===== src/rtl/dino_jump.sv =====
// -----------------------------------------------------------------------------
// dino_jump
// Vertical-motion controller for the dino sprite. Turns the debounced up/down
// button levels into a 6-bit jump height above ground plus ducking/airborne
// status flags. Motion advances on a prescaled "step" tick; the collision
// stage can freeze all motion through the freeze input.
//
// Optional feature macro: DINO_FASTFALL_EN
//   defined   -> holding down while airborne forces a fall on the next step
//                and doubles the descent rate (2 px/step, saturating at 0).
//   undefined -> down is ignored while airborne; descent is 1 px/step.
//
// Parameters:
//   JUMP_MAX   apex height in pixels (1..63)
//   HANG_STEPS motion steps spent at apex before falling (0 = pass through)
//   STEP_DIV   clk cycles per motion step (>= 2)
//
// Ports:
//   clk       system clock, all state on rising edge
//   rst       synchronous active-high reset, overrides every other input
//   up        jump button level (synchronous, debounced)
//   down      duck button level (synchronous, debounced)
//   freeze    game-over hold: state, height, hang and prescaler counters hold
//   y         registered height above ground
//   ducking   registered, high while ducking
//   airborne  registered, high while rising, hanging or falling
// -----------------------------------------------------------------------------
module dino_jump #(
    parameter int JUMP_MAX   = 48,
    parameter int HANG_STEPS = 6,
    parameter int STEP_DIV   = 200000
) (
    input  logic       clk,
    input  logic       rst,
    input  logic       up,
    input  logic       down,
    input  logic       freeze,
    output logic [5:0] y,
    output logic       ducking,
    output logic       airborne
);

    localparam int DIV_W  = $clog2(STEP_DIV);
    localparam int HANG_W = (HANG_STEPS > 1) ? $clog2(HANG_STEPS + 1) : 1;

    localparam logic [DIV_W-1:0]  DIV_LAST_C  = DIV_W'(STEP_DIV - 1);
    localparam logic [DIV_W-1:0]  DIV_ONE_C   = DIV_W'(1);
    localparam logic [HANG_W-1:0] HANG_LAST_C = HANG_W'(HANG_STEPS);
    localparam logic [HANG_W-1:0] HANG_ONE_C  = HANG_W'(1);
    localparam logic [5:0]        JUMP_MAX_C  = 6'(JUMP_MAX);

    typedef enum logic [2:0] {
        ST_GROUND = 3'd0,
        ST_DUCK   = 3'd1,
        ST_RISE   = 3'd2,
        ST_HANG   = 3'd3,
        ST_FALL   = 3'd4
    } state_t;

    state_t              state_r;
    state_t              state_nxt_s;
    logic [5:0]          y_r;
    logic [5:0]          y_nxt_s;
    logic [HANG_W-1:0]   hang_cnt_r;
    logic [HANG_W-1:0]   hang_nxt_s;
    logic [DIV_W-1:0]    div_cnt_r;
    logic [DIV_W-1:0]    div_nxt_s;
    logic                up_q_r;
    logic                ducking_r;
    logic                airborne_r;
    logic                ducking_nxt_s;
    logic                airborne_nxt_s;
    logic                step_s;
    logic                jump_req_s;
    logic                fast_s;
    logic [5:0]          fall_dec_s;

    // Step tick: one cycle per STEP_DIV clocks, at the last prescaler count.
    assign step_s     = (div_cnt_r == DIV_LAST_C);

    // Only a fresh press starts a jump; a held button never re-triggers.
    assign jump_req_s = up & ~up_q_r;

`ifdef DINO_FASTFALL_EN
    // Down held while airborne requests the fast-fall path.
    assign fast_s = down;
`else
    assign fast_s = 1'b0;
`endif

    // Fast fall removes two pixels per step, normal descent one.
    assign fall_dec_s = fast_s ? 6'd2 : 6'd1;

    // Prescaler next value: wrap at STEP_DIV-1.
    always_comb begin
        div_nxt_s = div_cnt_r;
        if (step_s) begin
            div_nxt_s = {DIV_W{1'b0}};
        end else begin
            div_nxt_s = div_cnt_r + DIV_ONE_C;
        end
    end

    // Next-state, next-height and hang-counter logic of the motion FSM.
    always_comb begin
        state_nxt_s = state_r;
        y_nxt_s     = y_r;
        hang_nxt_s  = hang_cnt_r;
        case (state_r)
            ST_GROUND: begin
                // Down wins over a simultaneous jump press; a jump press is
                // taken immediately without waiting for a step.
                y_nxt_s = 6'd0;
                if (down) begin
                    state_nxt_s = ST_DUCK;
                end else if (jump_req_s) begin
                    state_nxt_s = ST_RISE;
                end else begin
                    state_nxt_s = ST_GROUND;
                end
            end
            ST_DUCK: begin
                y_nxt_s = 6'd0;
                if (!down) begin
                    state_nxt_s = ST_GROUND;
                end else begin
                    state_nxt_s = ST_DUCK;
                end
            end
            ST_RISE: begin
                if (!step_s) begin
                    state_nxt_s = ST_RISE;
                end else if (fast_s) begin
                    state_nxt_s = ST_FALL;
                end else if (y_r >= (JUMP_MAX_C - 6'd1)) begin
                    // Reaching the apex: clamp to JUMP_MAX and start hanging.
                    y_nxt_s     = JUMP_MAX_C;
                    hang_nxt_s  = {HANG_W{1'b0}};
                    state_nxt_s = ST_HANG;
                end else begin
                    y_nxt_s     = y_r + 6'd1;
                    state_nxt_s = ST_RISE;
                end
            end
            ST_HANG: begin
                // HANG_STEPS counted steps, then the next step leaves for FALL,
                // so HANG_STEPS = 0 passes through on the first step.
                if (!step_s) begin
                    state_nxt_s = ST_HANG;
                end else if (fast_s) begin
                    state_nxt_s = ST_FALL;
                end else if (hang_cnt_r == HANG_LAST_C) begin
                    state_nxt_s = ST_FALL;
                end else begin
                    hang_nxt_s  = hang_cnt_r + HANG_ONE_C;
                    state_nxt_s = ST_HANG;
                end
            end
            ST_FALL: begin
                // Saturating descent; land when the result reaches zero.
                if (!step_s) begin
                    state_nxt_s = ST_FALL;
                end else if (y_r <= fall_dec_s) begin
                    y_nxt_s     = 6'd0;
                    state_nxt_s = ST_GROUND;
                end else begin
                    y_nxt_s     = y_r - fall_dec_s;
                    state_nxt_s = ST_FALL;
                end
            end
            default: begin
                state_nxt_s = ST_GROUND;
                y_nxt_s     = 6'd0;
                hang_nxt_s  = {HANG_W{1'b0}};
            end
        endcase
    end

    // Status flags decoded from the next state so they register alongside it.
    always_comb begin
        ducking_nxt_s  = 1'b0;
        airborne_nxt_s = 1'b0;
        case (state_nxt_s)
            ST_GROUND: begin
                ducking_nxt_s  = 1'b0;
                airborne_nxt_s = 1'b0;
            end
            ST_DUCK: begin
                ducking_nxt_s  = 1'b1;
                airborne_nxt_s = 1'b0;
            end
            ST_RISE, ST_HANG, ST_FALL: begin
                ducking_nxt_s  = 1'b0;
                airborne_nxt_s = 1'b1;
            end
            default: begin
                ducking_nxt_s  = 1'b0;
                airborne_nxt_s = 1'b0;
            end
        endcase
    end

    // State, datapath and output registers. The button history keeps sampling
    // during freeze so presses made while frozen are lost rather than queued.
    always_ff @(posedge clk) begin
        if (rst) begin
            state_r    <= ST_GROUND;
            y_r        <= 6'd0;
            hang_cnt_r <= {HANG_W{1'b0}};
            div_cnt_r  <= {DIV_W{1'b0}};
            up_q_r     <= 1'b0;
            ducking_r  <= 1'b0;
            airborne_r <= 1'b0;
        end else begin
            up_q_r <= up;
            if (!freeze) begin
                state_r    <= state_nxt_s;
                y_r        <= y_nxt_s;
                hang_cnt_r <= hang_nxt_s;
                div_cnt_r  <= div_nxt_s;
                ducking_r  <= ducking_nxt_s;
                airborne_r <= airborne_nxt_s;
            end
        end
    end

    assign y        = y_r;
    assign ducking  = ducking_r;
    assign airborne = airborne_r;

endmodule


===== config.mk =====
export PLATFORM = sky130hd
export DESIGN_NAME = dino_jump
export DESIGN_NICKNAME = d
export VERILOG_FILES = /design/src/rtl/dino_jump.sv
export SDC_FILE = /design/constraint.sdc
export NUM_CORES = 1
export LEC_CHECK = 0
export BUFFER_PORTS_ARGS = -buffer_cell sky130_fd_sc_hd__buf_2
export CORE_ASPECT_RATIO = 0.5
export CORE_MARGIN = 10
export CORE_UTILIZATION = 35
export CTS_BUF_LIST = sky130_fd_sc_hd__clkbuf_8
export DETAILED_ROUTE_END_ITERATION = 12
export GPL_TIMING_DRIVEN = 0
export HOLD_SLACK_MARGIN = 0.05
export SYNTH_ARGS = -nofsm -noshare
export SYNTH_HDL_FRONTEND = slang
export SYNTH_SLANG_ARGS = --single-unit

===== constraint.sdc =====
create_clock -name clk -period 2.6 [get_ports clk]
set_input_delay 0.52 -clock clk [delete_from_list [all_inputs] [get_ports clk]]
set_output_delay 0.52 -clock clk [all_outputs]
set_load 0.05 [all_outputs]

==> run metrics, run 1 <==
outcome=complete, no violations; Root Driver=clkbuf_8; top cells by area, synth=dfxtp_1 35%, xor2_1 5.5%, nor2_1 5.1%; crit-path leading delay family=compound AO/OA/AOI/OAI gates; fin crit share=92.7%; synthesized area per cell=8.24 um2; htree depth=2; Synth top area share=34.6%; Yosys warnings=0; Crit-path slowest cell=a21boi_0; synth unique cells=58; PostCTS Resize Cnt=0; gr usage total=10.4%; cell taking the most area after synthesis=dfxtp_1; CTS max path bufs=2; Initial Util=between 30% and 40%; max incr delay on CP=~0.7 ns; placed cell count=around 310; Synth Net Count=243; final worst clock skew=0.00336 ns; number of max-cap violations=0; CTS Buf Count=5; DR iter-0 viols=141; crit end category=register; Pre-antenna DRT Iters=4; clock latency on the worst-skew pair=0.28 ns; Finished Layout Cells=about 320; Vias=approximately 1800; cells along the critical path=clkbuf_1 > nand2b_1 > a21oi_1 > a21boi_0 > o311ai_0 > o41ai_1; cells after synthesis=roughly 230; clock transition at the registers of the reported paths=0.07 ns; peak supply drop=205 uV; RSZ-0062 raised after global routing=false; asr flop ratio synth=0%; Final setup viols=0; global-route wire length before repair=7.93 mm; Setup TNS=0 ns; Final WS setup=between 0.15 and 0.2 ns; GPL Wtd Cong=0.920; share of cells above drive strength 1=11.6%; reg-to-reg critical path startpoint=state_r[2]; PwrDens=between 500 and 600 nW/um2; LEAKAGE=0.814 nW; Max Transition Viols Final=0; Post-Syn Area=around 1900 um2; Hold Crit Class=in2reg; number of synthesized register bits=33; post-DP HPWL=3.44 mm; vias in the first global route=1654; crit path kind=reg2reg; Post-synth EDFFs=0; Synth Flop Type=dfxtp_1; ANT nets after route=0; total die area=9000 um2; Max Freq=between 400 and 500 MHz; pre-CTS WS=just under 0.1 ns; Crit Path Max Fanout=10; num ports=13; Synth-to-Final Area Change=13.7%; Crit. Startpoint=state_r[2]; core area=5090 um2; hold_buf cts=0; WL/cell=14.6 um; std cell rows=18; # port buffers=11; diode count=0; Buf+Inv Stages, Crit Path=1; Die X=125 um; worst hold start=up; crit path time final=approximately 2.4 ns; total power=1.13 mW; total gr overflow=0; Slew HR=48.0%; CTS sink cnt=33; vias per cell=5.48; Hold WS=0.467 ns; drc violations=0; # Post-CTS Setup Buffers=0; startpoint types=register; CTS tree=done; layout net count=261; Critical Path AT=2.55 ns; final wirelength=4.69 mm; measured slew at the worst slew-check pin=about 0.77 ns; register area share after synthesis=34.6%; Crit path required time=2.75 ns; die span in y=a little over 70 um; initial antenna violation count=0; pin count of the biggest net entering global routing=11; Final Hold Vio Count=0
## worst reg2reg max path, stage by stage (launching register included)
cell and delay, ns:
dfxtp_1 0.31, clkbuf_1 0.31, nand2b_1 0.11, a21oi_1 0.43
a21boi_0 0.69, o311ai_0 0.27, o41ai_1 0.14
## cell type report
type                            count  area (um2)
Buffer                             11        42.5
Clock buffer                        6        82.6
Clock inverter                      2        33.8
Fill cell                         522        2920
Inverter                            8        30.0
Multi-Input combinational cell    180        1180
Sequential cell                    33         661
Tap cell                           70        87.6
Timing Repair Buffer               11        55.1
## sequential cells by signal, indices dropped and copies added, names as in the netlist
name        cells
ducking         1
y               6
airborne        1
up_q_r          1
div_cnt_r      18
state_r         3
hang_cnt_r      3
## cells in the final DEF, fill, tap and decap left out, types with 2 or more instances in the layout
cell	instances
dfxtp_1	33
nor2_1	26
nand2_1	18
a21oi_1	14
buf_2	12
xor2_1	12
clkbuf_1	10
inv_1	9
nand3_1	8
nor3_1	7
and2_1	6
ha_1	6
clkbuf_8	6
or3_1	5
o31ai_1	5
nand4_1	5
xnor2_1	5
nand2b_1	4
and4_1	4
nor2b_1	4
nor4_1	4
o311ai_0	3
o21ai_0	3
o41ai_1	3
mux2i_1	2
o32a_1	2
o32ai_1	2
## kinds of logic after synthesis
kind of cell,count (synthesis),share of synthesized area [%]
xor gates and xnor gates,17,7.79
AOI/OAI and AO/OA,52,20.1
muxes,2,1.05
DFF,33,34.6
adders and majority gates,6,3.93
buffers and inverters,19,3.80
and+or+nand+nor,103,28.8
## cell usage after synthesis (6+ instances only)
library cell  count
and2_1            6
clkbuf_1         10
nand3_1           8
nand2_1          18
inv_1             8
xor2_1           12
nor3_1            7
a21oi_1          14
dfxtp_1          33
ha_1              6
nor2_1           26
## power by group
| group | leakage (nW) | internal [mW] | total, mW | switching, mW |
|---|---|---|---|---|
| logic | 0.484 | 0.0346 | 0.110 | 0.0752 |
| registers | 0.267 | 0.516 | 0.526 | 0.0103 |
| clock network | 0.0626 | 0.309 | 0.499 | 0.190 |
| total | 0.814 | 0.859 | 1.13 | 0.276 |
## per-stage QoR
stage	utilization, %	instance area, um2
5_1_grt	42.7	2170
2_1_floorplan	-	1910
4_1_cts	42.7	2170
3_3_place_gp	40.4	2050
3_5_place_dp	40.4	2050
6_report	42.7	2170
## layer usage
layer / track usage (%) / routed length (um)
met4: 4.24 / 69
met1: 12.5 / 2220
met2: 17.4 / 2170
met3: 2.83 / 230
met5: 0 / 0
## worst paths after layout
kind | end | slack (ns) | cells past startpoint
worst max register to register | y[5] | 0.19 | 6
worst min-delay path | up_q_r | 0.47 | 2
worst min register to register | ducking | 0.50 | 2
worst max-delay path | y[5] | 0.19 | 6
No activity file was read; power rests on OpenSTA's default activity.
==> inputs of run 2 (changes only) <==
--- a/config.mk
+++ b/config.mk
@@ -9,7 +9,7 @@
 export CORE_ASPECT_RATIO = 0.5
 export CORE_MARGIN = 10
 export CORE_UTILIZATION = 35
-export CTS_BUF_LIST = sky130_fd_sc_hd__clkbuf_8
+export CTS_BUF_LIST = sky130_fd_sc_hd__clkbuf_2 sky130_fd_sc_hd__clkbuf_4 sky130_fd_sc_hd__clkbuf_8
 export DETAILED_ROUTE_END_ITERATION = 12
 export GPL_TIMING_DRIVEN = 0
 export HOLD_SLACK_MARGIN = 0.05
==> constraint.sdc (replaced) <==
create_clock -name clk -period 2.6 [get_ports clk]
set_input_delay 0.26 -clock clk [delete_from_list [all_inputs] [get_ports clk]]
set_output_delay 0.26 -clock clk [all_outputs]
set_load 0.05 [all_outputs]
==> run 2 against run 1 <==
  * Sequential cell count did not move
  * Sequential power is essentially flat
  * Global-route usage about the same
  * First-iteration DRC count increased by 5.7%
  * Combinational power about the same
  * Largest cell class unchanged
  * Non-clock buffer count did not move
  * Power increased by 1.4%
  * Final area up 0.17%
  * Largest power group unchanged
  * Critical path depth unchanged
  * Register-to-register slack barely moved
  * Utilization grew 0.074 points
==> run metrics, run 2 (synthesis gave the netlist of run 1 again) <==
CTS tree=done; Final WS setup=0.206 ns; CTS sink cnt=33; number of max-cap violations=0; Crit Path Max Fanout=10; placed cell area=2050 um2; outcome=complete, no violations; # port buffers=11; hold_buf cts=0; post-DP HPWL=~3.4 mm; Critical Path AT=2.54 ns; max incr delay on CP=0.68 ns; RSZ-0062 raised after global routing=false; diode count=0; Synth-to-Final Area Change=13.9%; share of cells above drive strength 1=12.0%; Initial Util=37.6%; area of the multi-input gates=1180 um2; Register Area=661 um2; final wirelength=between 4 and 5 mm; Vias=1752; startpoint types=register; clock latency on the worst-skew pair=between 0.2 and 0.3 ns; crit path kind=reg2reg; crit path time final=around 2.4 ns; Largest register FFs=18; Hold WS=0.207 ns; total die area=9000 um2; vias per cell=5.46; gr usage total=10.4%; measured slew at the worst slew-check pin=0.759 ns; Crit-path slowest cell=a21boi_0; crit end category=register; Hold Crit Class=in2reg; layout net count=261; ANT nets after route=0; Final Hold Vio Count=0; clock transition at the registers of the reported paths=0.07 ns; GPL Wtd Cong=0.920; clock power share=approximately 45%; Final Cell Area=~2200 um2; commonest cells after routing, fill and taps aside=33 x dfxtp_1, 26 x nor2_1, 18 x nand2_1; Final setup viols=0; initial antenna violation count=0; Crit path required time=around 2.8 ns; Internal=0.873 mW; largest reg by FF count=div_cnt_r; global-route wire length before repair=7.94 mm; Combinational Power Share=9.5%; Max Transition Viols Final=0; final worst clock skew=~0.0037 ns; drc violations=0; num ports=13; fillers=524; Setup TNS=0 ns; CTS max path bufs=2; Max Freq=418 MHz; total gr overflow=0; fin crit share=92.1%; worst reg-to-reg setup slack=0.21 ns; CTS Buf Count=5; pre-CTS WS=roughly 0.097 ns; sequential share of power=between 40 and 50%; switch share=24.1%; DR iter-0 viols=roughly 150; vias in the first global route=1658; pin count of the biggest net entering global routing=11; cells along the critical path=clkbuf_1 > nand2b_1 > a21oi_1 > a21boi_0 > o311ai_0 > o41ai_1; htree depth=2; Slew HR=48.9%; Pre-antenna DRT Iters=4; std cell rows=18; core area=5090 um2; LEAKAGE=around 0.8 nW; NetSw=roughly 0.28 mW; commonest non-fill, non-tap cell in the layout=dfxtp_1; die span in y=72.3 um; Die X=~120 um; PwrDens=528 nW/um2; peak supply drop=206 uV; Root Driver=clkbuf_8; WL/cell=14.6 um
[run 2: repair_timing]
action                                 CTS  global route
setup endpoints to repair                0            10
gates resized for setup                  0             1
endpoints found under the hold margin    0             0
setup buffers                            0             0
[run 2: through the flow]
| stage | util, % | cells | power (mW) |
|---|---|---|---|
| 3_3_place_gp | 40.4 | 313 | 0.645 |
| 6_report | 42.8 | 321 | 1.15 |
| 2_1_floorplan | - | 232 | 0.616 |
| 3_5_place_dp | 40.4 | 313 | 0.645 |
| 5_1_grt | 42.8 | 321 | 1.19 |
| 4_1_cts | 42.7 | 321 | 1.16 |
[run 2: final cells by class]
cell class              instances  share of cell area (%)
clock inverters                 1                    1.38
well taps                      70                    4.02
multi-input cells             180                    54.3
flip-flops and latches         33                    30.3
clock buffers                   7                    4.14
inverters                       8                    1.38
plain buffers                  11                    1.95
repair buffers                 11                    2.53
[run 2: final timing paths]
kind	cells past startpoint	endpoint	from
min reg2reg	2	ducking	ducking
min	2	up_q_r	up
max reg2reg	6	y[5]	state_r[2]
max	6	y[5]	state_r[2]
[run 2: worst max-delay path: cells and delay by family, from the launching register on]
| family | cells | cell delay (ns) |
|---|---|---|
| AOI/OAI and AO/OA | 4 | 1.52 |
| buffers and inverters | 1 | 0.31 |
| and+or+nand+nor | 1 | 0.11 |
| DFF | 1 | 0.31 |
[run 2: power by group through the flow]
| stage | registers (mW) | logic (mW) | clock network (mW) |
|---|---|---|---|
| after floorplan | 0.549 | 0.0665 | 0 |
| after global placement | 0.537 | 0.108 | 0 |
| after detailed placement | 0.538 | 0.108 | 0 |
| after CTS | 0.526 | 0.108 | 0.530 |
| after global routing | 0.528 | 0.120 | 0.545 |
| final | 0.526 | 0.110 | 0.515 |
[run 2: routing by layer]
layer	GRT usage [%]	part of all wire [%]
met1	12.5	48
met2	17.4	46
met3	2.83	5.2
met4	4.24	1.5
met5	0	0
